$ cat config.mk
export PLATFORM = sky130hd
export DESIGN_NAME = regfile_write_ctrl_flat
export DESIGN_NICKNAME = d
export VERILOG_FILES = /design/src/rtl/regfile_write_ctrl_if.sv /design/src/rtl/regfile_write_ctrl.sv /design/src/flat_wrapper.sv
export SDC_FILE = /design/constraint.sdc
export NUM_CORES = 1
export LEC_CHECK = 0
export BUFFER_PORTS_ARGS = -buffer_cell sky130_fd_sc_hd__buf_2
export CORE_MARGIN = 2
export CORE_UTILIZATION = 39
export CTS_BUF_LIST = sky130_fd_sc_hd__clkbuf_2 sky130_fd_sc_hd__clkbuf_4 sky130_fd_sc_hd__clkbuf_8
export DETAILED_ROUTE_END_ITERATION = 7
export GPL_ROUTABILITY_DRIVEN = 0
export SLEW_MARGIN = 20
export SYNTH_ARGS = -nofsm -noshare
export SYNTH_HDL_FRONTEND = slang
export SYNTH_SLANG_ARGS = --single-unit
export TNS_END_PERCENT = 5
$ cat constraint.sdc
create_clock -name clock -period 3.2 [get_ports clock]
set_input_delay 0.64 -clock clock [delete_from_list [all_inputs] [get_ports clock]]
set_output_delay 0.64 -clock clock [all_outputs]
set_load 0.01 [all_outputs]
$ cat src/rtl/regfile_write_ctrl_if.sv
// Writeback request channel from the datapath into the register-file write controller.
interface regfile_write_ctrl_if #(
    parameter int DATA_W = 16,
    parameter int ADDR_W = 2
);
    logic              in_valid;
    logic              in_ready;
    logic [ADDR_W-1:0] in_reg;
    logic [DATA_W-1:0] in_data;

    modport master (
        output in_valid,
        output in_reg,
        output in_data,
        input  in_ready
    );

    modport slave (
        input  in_valid,
        input  in_reg,
        input  in_data,
        output in_ready
    );
endinterface

$ cat src/rtl/regfile_write_ctrl.sv
// Buffers writeback requests in an in-order FIFO, retires one per cycle onto the
// register file write port, and forwards the youngest pending value to two read ports.
module regfile_write_ctrl #(
    parameter int DATA_W = 16,
    parameter int ADDR_W = 2,
    parameter int DEPTH  = 4
) (
    input  logic                clock,
    input  logic                resetn,
    regfile_write_ctrl_if.slave req,
    input  logic                drain_en,
    output logic                regwrite,
    output logic [ADDR_W-1:0]   wr,
    output logic [DATA_W-1:0]   wd,
    input  logic [ADDR_W-1:0]   rr1,
    input  logic [ADDR_W-1:0]   rr2,
    output logic                fwd_hit1,
    output logic                fwd_hit2,
    output logic [DATA_W-1:0]   fwd_data1,
    output logic [DATA_W-1:0]   fwd_data2,
    output logic                busy,
    output logic [ADDR_W:0]     count,
    output logic [7:0]          drop_cnt
);
    localparam int PTR_W = $clog2(DEPTH);
    localparam int CNT_W = PTR_W + 1;

    logic [ADDR_W-1:0] mem_reg_q  [DEPTH];
    logic [DATA_W-1:0] mem_data_q [DEPTH];

    logic [PTR_W-1:0]  wr_ptr_q, wr_ptr_d;
    logic [PTR_W-1:0]  rd_ptr_q, rd_ptr_d;
    logic [CNT_W-1:0]  count_q, count_d;
    logic [7:0]        drop_q, drop_d;
    logic              regwrite_q, regwrite_d;
    logic [ADDR_W-1:0] wr_q, wr_d;
    logic [DATA_W-1:0] wd_q, wd_d;

    logic in_ready;
    logic accept;
    logic push;
    logic pop;

    // Ready depends only on occupancy, so a full FIFO refuses even while popping.
    assign in_ready     = (count_q != CNT_W'(DEPTH));
    assign req.in_ready = in_ready;

    always_comb begin
        accept     = req.in_valid && in_ready;
        push       = accept && (req.in_reg != '0);
        pop        = (count_q != '0) && drain_en;
        wr_ptr_d   = push ? wr_ptr_q + PTR_W'(1) : wr_ptr_q;
        rd_ptr_d   = pop  ? rd_ptr_q + PTR_W'(1) : rd_ptr_q;
        count_d    = count_q;
        if (push && !pop) begin
            count_d = count_q + CNT_W'(1);
        end else if (pop && !push) begin
            count_d = count_q - CNT_W'(1);
        end
        drop_d = drop_q;
        if (accept && (req.in_reg == '0) && (drop_q != 8'hFF)) begin
            drop_d = drop_q + 8'd1;
        end
        regwrite_d = pop;
        wr_d       = wr_q;
        wd_d       = wd_q;
        if (pop) begin
            wr_d = mem_reg_q[rd_ptr_q];
            wd_d = mem_data_q[rd_ptr_q];
        end
    end

    always_ff @(posedge clock or negedge resetn) begin
        if (!resetn) begin
            wr_ptr_q   <= '0;
            rd_ptr_q   <= '0;
            count_q    <= '0;
            drop_q     <= '0;
            regwrite_q <= 1'b0;
            wr_q       <= '0;
            wd_q       <= '0;
        end else begin
            wr_ptr_q   <= wr_ptr_d;
            rd_ptr_q   <= rd_ptr_d;
            count_q    <= count_d;
            drop_q     <= drop_d;
            regwrite_q <= regwrite_d;
            wr_q       <= wr_d;
            wd_q       <= wd_d;
        end
    end

    // Storage needs no reset: only entries inside the count window are ever read.
    always_ff @(posedge clock) begin
        if (push) begin
            mem_reg_q[wr_ptr_q]  <= req.in_reg;
            mem_data_q[wr_ptr_q] <= req.in_data;
        end
    end

    for (genvar gi = 0; gi < 2; gi++) begin : g_fwd
        logic [ADDR_W-1:0] rr;
        logic              hit;
        logic [DATA_W-1:0] data;

        assign rr = (gi == 0) ? rr1 : rr2;

        // Scan the in-flight register first, then FIFO oldest to youngest so the youngest match wins.
        always_comb begin
            hit  = 1'b0;
            data = '0;
            if (rr != '0) begin
                if (regwrite_q && (wr_q == rr)) begin
                    hit  = 1'b1;
                    data = wd_q;
                end
                for (int j = 0; j < DEPTH; j++) begin
                    if ((CNT_W'(j) < count_q) &&
                        (mem_reg_q[rd_ptr_q + PTR_W'(j)] == rr)) begin
                        hit  = 1'b1;
                        data = mem_data_q[rd_ptr_q + PTR_W'(j)];
                    end
                end
            end
        end
    end

    assign fwd_hit1  = g_fwd[0].hit;
    assign fwd_data1 = g_fwd[0].data;
    assign fwd_hit2  = g_fwd[1].hit;
    assign fwd_data2 = g_fwd[1].data;

    assign regwrite  = regwrite_q;
    assign wr        = wr_q;
    assign wd        = wd_q;
    assign busy      = (count_q != '0) || regwrite_q;
    assign count     = (ADDR_W+1)'(count_q);
    assign drop_cnt  = drop_q;
endmodule

$ cat src/flat_wrapper.sv
// flat-port wrapper written by rule: the top's interface ports become plain ports
module regfile_write_ctrl_flat 
#(
    parameter int DATA_W = 16,
    parameter int ADDR_W = 2,
    parameter int DEPTH  = 4
)
  (clock, resetn, drain_en, regwrite, wr, wd, rr1, rr2, fwd_hit1, fwd_hit2, fwd_data1, fwd_data2, busy, count, drop_cnt, req_in_valid, req_in_reg, req_in_data, req_in_ready);
  regfile_write_ctrl_if #(.DATA_W(DATA_W), .ADDR_W(ADDR_W)) req_i ();
  input  logic clock;
  input  logic resetn;
  input  logic drain_en;
  output logic regwrite;
  output logic [ADDR_W-1:0] wr;
  output logic [DATA_W-1:0] wd;
  input  logic [ADDR_W-1:0] rr1;
  input  logic [ADDR_W-1:0] rr2;
  output logic fwd_hit1;
  output logic fwd_hit2;
  output logic [DATA_W-1:0] fwd_data1;
  output logic [DATA_W-1:0] fwd_data2;
  output logic busy;
  output logic [ADDR_W:0] count;
  output logic [7:0] drop_cnt;
  input wire logic [$bits(req_i.in_valid)-1:0] req_in_valid;
  input wire logic [$bits(req_i.in_reg)-1:0] req_in_reg;
  input wire logic [$bits(req_i.in_data)-1:0] req_in_data;
  output wire logic [$bits(req_i.in_ready)-1:0] req_in_ready;
  assign req_i.in_valid = req_in_valid;
  assign req_i.in_reg = req_in_reg;
  assign req_i.in_data = req_in_data;
  assign req_in_ready = req_i.in_ready;
  regfile_write_ctrl #(.DATA_W(DATA_W), .ADDR_W(ADDR_W), .DEPTH(DEPTH)) u_core (.clock(clock), .resetn(resetn), .req(req_i), .drain_en(drain_en), .regwrite(regwrite), .wr(wr), .wd(wd), .rr1(rr1), .rr2(rr2), .fwd_hit1(fwd_hit1), .fwd_hit2(fwd_hit2), .fwd_data1(fwd_data1), .fwd_data2(fwd_data2), .busy(busy), .count(count), .drop_cnt(drop_cnt));
endmodule
==> results of run 1 <==
-- stage by stage --
| step | std cells | hold slack [ns] |
|---|---|---|
| detailed placement | 978 | 0.4898 |
| floorplan | 659 | 0.3444 |
| finish | 1001 | 0.3092 |
| global placement | 978 | 0.4741 |
| CTS | 998 | 0.3177 |
| global route | 999 | 0.3555 |
-- cells in the mapped netlist, types with 2 or more instances --
master,instances
a221oi_1,16
a31oi_1,19
and2_1,4
and3_1,3
buf_1,2
buf_2,18
buf_4,3
buf_6,2
clkbuf_1,30
dfrtp_1,34
edfxtp_1,72
ha_1,9
inv_1,21
mux2_2,98
mux2i_1,54
mux4_2,7
nand2_1,45
nand3_1,7
nand3b_1,3
nand4_1,19
nor2_1,25
nor4_1,32
nor4bb_1,2
o21ai_0,19
o221ai_1,6
o221ai_2,10
o31ai_1,17
o32ai_1,16
or2_2,3
or4_1,16
xnor2_1,19
xnor2_2,2
xor2_1,12
-- state kept, by name, indices dropped and copies added (netlist names) --
| name | count |
|---|---|
| u_core.wd | 16 |
| u_core.regwrite | 1 |
| u_core.wr | 2 |
| u_core.rd_ptr_q | 2 |
| u_core.count | 3 |
| u_core.mem_data_q | 64 |
| u_core.mem_reg_q | 8 |
| u_core.wr_ptr_q | 2 |
| u_core.drop_cnt | 8 |
-- cell type report --
cell class                      count  area, um^2
Clock buffer                       10       131.4
Inverter                           21       78.83
Tap cell                          234       292.8
Multi-Input combinational cell    476        4417
Fill cell                        1616        9523
Timing Repair Buffer              146        1060
Antenna cell                        2       5.005
Clock inverter                      6       55.05
Sequential cell                   106        3018
-- timing repair --
item	4_1_cts	5_1_grt
cloned	1	0
buffers inserted	3	1
pin swaps	12	12
setup endpoints to repair	34	34
gates resized for setup	51	30
-- layer usage --
layer  part of all wire [%]  global-route usage [%]  routed length (um)  vias to the layer above
met5                   0.15                       0                  33                        -
met4                    3.6                   10.26                 809                        4
met3                    9.6                   6.885                2169                       76
met2                     44                   34.29                9928                      352
met1                     43                   30.49                9579                     2974
li1                       -                       -                   -                     2786
-- power by group through the flow --
stage          registers [mW]  clock network (mW)  logic, mW
6_report                 2.13               0.818       7.84
5_1_grt                  2.18               0.896       8.27
4_1_cts                  2.12               0.835       7.43
2_1_floorplan            2.12                   0       4.32
3_5_place_dp             2.13                   0       6.82
3_3_place_gp             2.11                   0       6.69
-- kinds of logic after synthesis --
| group | share of synthesized area [%] |
|---|---|
| AOI/OAI and AO/OA | 11.90 |
| and+or+nand+nor | 12.24 |
| muxes | 24.49 |
| xor gates and xnor gates | 4.133 |
| buffers and inverters | 4.745 |
| DFF | 40.95 |
| adders and majority gates | 1.531 |
-- worst max-delay path, cell delays in order, from the launching register on --
cell      delay (ns)
dfrtp_4         0.48
mux4_2          0.54
xor2_1          0.17
or3_4           0.38
or3b_4          0.40
buf_12          0.18
o221ai_2        0.21
buf_2           0.17
-- path summary, 6_finish.rpt --
kind	cells after the start	slack, ns	endpoint	start
setup reg to reg	9	0.91	u_core.mem_data_q[2][3]$_DFFE_PP_	u_core.count[0]$_DFFE_PN0P_
max in group asynchronous	1	2.29	u_core.rd_ptr_q[0]$_DFFE_PN0P_	resetn
setup / recovery	7	-0.37	fwd_data1[6]	u_core.rd_ptr_q[0]$_DFFE_PN0P_
hold reg to reg	1	0.51	u_core.drop_cnt[7]$_DFFE_PN0P_	u_core.drop_cnt[7]$_DFFE_PN0P_
hold / removal	1	0.31	u_core.wr[0]$_DFFE_PN0P_	resetn
min in group clock	1	0.45	u_core.mem_data_q[0][0]$_DFFE_PP_	req_in_data[0]
==> metrics.csv, run 1 <==
metric,value,unit
status,"finished, violations left",
failing checks,negative setup slack,
post-DR wirelength/cell,22.50,um
number of buffers added on ports,91,
largest net degree at the start of global routing,66,
Setup-failing EPs final,34,
count of cell types in the netlist,47,
Routed WL,22.52,mm
Tot GR Track Use,22.83,%
cell taking the most area after synthesis,edfxtp_1,
Die Ht,141.3,um
total power,10.78,mW
Internal,5.555,mW
Synth Area per Inst,11.16,um^2
die width,141.3,um
initial antenna violation count,5,
Pwr Density,1191,nW/um^2
Clock Tree Root,clkbuf_8,
core area,18580,um^2
Final Core Density,48.75,%
Peak Freq,279.8,MHz
"Area growth, synth to finish",23.11,%
gr ovfl total,0,
"Seq/Total Area, Yosys",40.95,%
period utilization,111.7,%
"EDFF count, synth",72,
Slew @ Worst Pin,1.033,ns
worst slack at placement,-0.06577,ns
Fin Setup TNS,-10.41,ns
Net Switching,5.229,mW
"FF+latch count, synth",106,
Crit path arrival time,2.93,ns
row count,50,
sequential share of power,19.7,%
combinational power share,72.7,%
DR vias,6192,
Num CTS Buffers,9,
final hold viol count,0,
startpoint types,flip-flop,
critical-path maximum fanout,16,
"most common cell after layout, fill and taps aside",mux2_2,
clk sinks,106,
Final Cell Area,9057,um^2
fin. max-slew vios,0,
CTS tree,yes,
Routed Antenna Nets,0,
DRT iter0 DRCs,731,
Final HPWL DP,15.87,mm
most frequent cells in the layout,"mux2_2 (98), buf_2 (87), edfxtp_1 (72)",
CTS Hold Bufs,0,
"Clk Latency, worst-skew pair",0.40,ns
max-cap violation count,0,
Area contributors post-synth,"edfxtp_1 (29%), mux2_2 (15%), dfrtp_1 (12%)",
Worst IR Drop VDD,0.0006541,V
worst hold path class,input pin to asynchronous set/reset pin,
Post-synth ARST share,32.08,%
syn_nets,694,
Starting Density,39.60,%
Clk pwr share,7.6,%
placed inst area,8352,um^2
first-pass GRT wire length,35.42,mm
vias per cell,6.186,
DR DRC count,0,
vias in the first global route,6261,
Tmin final,3.573,ns
share of the synthesized area in the top cell type,29.39,%
# IOs,92,
Cells after Synth,659,
fin worst setup slack,-0.3734,ns
"Primary FF master, synth",edfxtp_1,
# H-tree levels,3,
P_leak,3.508,nW
Worst EP required,2.56,ns
Rel. slew slack,31.06,%
Setup Skew,0.02365,ns
Die ar.,19980,um^2
sw frac,48.49,%
"CTS clk-pin slew, worst paths",0.12,ns
RSZ-0062 raised after global routing,true,
Worst Setup Path Type,flip-flop to output port,
Setup crit end kind,output port,
cell area after synthesis,7357,um^2
layout cells sized above 1,44.84,%
Yosys warnings,0,
maximum clock insertion buffer count,2,
Final nets,795,
first drt pass iteration count,6,
No activity file was read; power rests on OpenSTA's default activity.
==> run 2, diff against run 1 <==
--- a/config.mk
+++ b/config.mk
@@ -6,11 +6,14 @@
 export NUM_CORES = 1
 export LEC_CHECK = 0
 export BUFFER_PORTS_ARGS = -buffer_cell sky130_fd_sc_hd__buf_2
+export CELL_PAD_IN_SITES_DETAIL_PLACEMENT = 0
+export CELL_PAD_IN_SITES_GLOBAL_PLACEMENT = 2
 export CORE_MARGIN = 2
-export CORE_UTILIZATION = 39
+export CORE_UTILIZATION = 40
 export CTS_BUF_LIST = sky130_fd_sc_hd__clkbuf_2 sky130_fd_sc_hd__clkbuf_4 sky130_fd_sc_hd__clkbuf_8
 export DETAILED_ROUTE_END_ITERATION = 7
 export GPL_ROUTABILITY_DRIVEN = 0
+export PLACE_DENSITY_LB_ADDON = 0.1
 export SLEW_MARGIN = 20
 export SYNTH_ARGS = -nofsm -noshare
 export SYNTH_HDL_FRONTEND = slang
==> run 2 against run 1 <==
  * The flow still finishes with violations (negative setup slack)
  * Critical path depth is 2 higher
  * Core utilization is 2.5 points higher
  * Flip-flop and latch count stayed put
  * First-iteration DRC count down 47%
  * Hold slack gained 0.026 ns
  * Setup slack worse by 0.034 ns
  * Wire length fell by 1.7%
  * Clock skew fell by 0.0081 ns
  * Fmax decreased by 0.93%
  * Global-route usage fell by 0.050 points
  * Sequential power hardly changed
  * Highest routed layer is now met4
==> metrics.csv, run 2 (synthesis results as in run 1) <==
metric,value,unit
status,"finished, violations left",
failing checks,negative setup slack,
Routed Antenna Nets,0,
layout cells sized above 1,45.59,%
Tmin final,3.607,ns
RSZ-0062 raised after global routing,true,
R2R cell count,7,
total power,10.95,mW
Setup-failing EPs final,33,
period utilization,112.7,%
Clock Tree Root,clkbuf_8,
CTS tree,yes,
"CTS clk-pin slew, worst paths",0.10,ns
"most common cell after layout, fill and taps aside",mux2_2,
Setup crit end kind,output port,
crit path cell chain,"buf_6, mux4_2, xor2_2, buf_12, nor3_4, buf_12, o31ai_2, o221ai_4, buf_2",
fin. max-slew vios,0,
# IOs,92,
row count,49,
CP max-delay cell,mux4_2,
die width,139.6,um
Worst IR Drop VDD,0.0006158,V
clk sinks,106,
fin worst setup slack,-0.4071,ns
first-pass GRT wire length,34.23,mm
"Area growth, synth to finish",25.54,%
Tot GR Track Use,22.78,%
Antenna diodes,0,
Pwr Density,1186,nW/um^2
post-DR wirelength/cell,21.63,um
vias in the first global route,6229,
Cell Count Post-Placement,1006,
first drt pass iteration count,5,
Setup Skew,0.01553,ns
Crit path arrival time,2.97,ns
Slew @ Worst Pin,0.8326,ns
r2r startpoint,u_core.count[0]$_DFFE_PN0P_,
Fin Hold WS,0.3350,ns
number of buffers added on ports,91,
startpoint types,flip-flop,
vias per cell,5.904,
RR Endpoint,u_core.mem_data_q[3][5]$_DFFE_PP_,
Final nets,824,
Largest register FFs,64,
CTS Hold Bufs,0,
Final HPWL DP,16.86,mm
Final Core Density,51.24,%
Top reg by flops,u_core.mem_data_q,
critical-path maximum fanout,17,
"Clk Latency, worst-skew pair",0.40,ns
# H-tree levels,3,
Worst R2R Setup Slack,0.77,ns
Worst EP required,2.56,ns
Starting Density,40.82,%
Num CTS Buffers,9,
final std cells w/o fill,1023,
maximum clock insertion buffer count,2,
final hold viol count,0,
DR vias,6040,
Die ar.,19490,um^2
max-cap violation count,0,
Die Ht,139.6,um
Rel. slew slack,44.49,%
Routed WL,22.13,mm
DRT iter0 DRCs,389,
most frequent cells in the layout,"mux2_2 (98), buf_2 (88), edfxtp_1 (72)",
DR DRC count,0,
initial antenna violation count,0,
largest net degree at the start of global routing,67,
max incr delay on CP,0.55,ns
gr ovfl total,0,
Worst path most repeated cell,buf_12,
P_leak,3.649,nW
Peak Freq,277.2,MHz
Worst Setup Path Type,flip-flop to output port,
worst hold path class,input pin to asynchronous set/reset pin,
core area,18020,um^2
[run 2: cell count changes in the layout (fill, tap and decap cells not counted), moves of 3 or more]
cell      delta
nor4_2       +7
buf_12       +6
o31ai_1      -3
mux2i_1      +9
o31ai_2      +3
nor4_1       -7
a221oi_1     +8
buf_4       +29
mux2i_2      -8
a221oi_2     -8
buf_6        -5
[run 2: how the worst max path moves through the flow]
stage                                               from       endpoint  slack, ns  depth (start not counted)
after global placement    u_core.rd_ptr_q[0]$_DFFE_PN0P_  fwd_data1[15]       -0.1                          9
final                     u_core.rd_ptr_q[0]$_DFFE_PN0P_   fwd_data1[1]      -0.41                          9
after global routing      u_core.rd_ptr_q[0]$_DFFE_PN0P_   fwd_data1[1]      -0.51                          9
after floorplan                                   rr2[1]  fwd_data2[10]       0.09                          8
after CTS                 u_core.rd_ptr_q[0]$_DFFE_PN0P_   fwd_data1[2]      -0.38                          7
after detailed placement  u_core.rd_ptr_q[0]$_DFFE_PN0P_  fwd_data1[15]      -0.05                          9
[run 2: final cells by class]
cell class,instances,area (um^2)
clock buffers,10,131.4
inverters,21,78.83
repair buffers,175,1304
flip-flops and latches,106,3018
multi-input cells,476,4354
fillers,1672,8788
well taps,229,286.5
clock inverters,6,63.81
[run 2: worst max-delay path: cells and delay by family (launching register included)]
| kind | cells | cell delay [ns] |
|---|---|---|
| AOI/OAI and AO/OA | 2 | 0.62 |
| xor gates and xnor gates | 1 | 0.23 |
| buffers and inverters | 4 | 0.63 |
| DFF | 1 | 0.47 |
| muxes | 1 | 0.55 |
| and+or+nand+nor | 1 | 0.05 |
[run 2: what timing repair did]
item / in CTS / in global routing
pin swaps: 4 / 4
setup endpoints to repair: 34 / 34
buffers inserted: 0 / 1
resized for setup: 31 / 29
[run 2: report_power, final]
group	internal [mW]	switching (mW)
clock network	0.373	0.480
logic	3.68	4.30
registers	1.82	0.306
total	5.87	5.08
[run 2: metal layers]
metal,GRT usage (%),share of wire [%],vias up
met5,0,0,-
met4,11.53,4.7,0
met3,3.372,3.8,50
met2,40.43,51,164
met1,26.85,40,2974
li1,-,-,2852
[run 2: metrics by stage]
step	setup slack (ns)	TNS (ns)	area, um^2
after floorplan	0.08764	0	7357
after global placement	-0.09881	-0.4761	8646
after detailed placement	-0.05040	-0.1963	8646
after CTS	-0.3847	-11.44	9019
after global routing	-0.5056	-13.65	9236
final	-0.4071	-9.780	9236
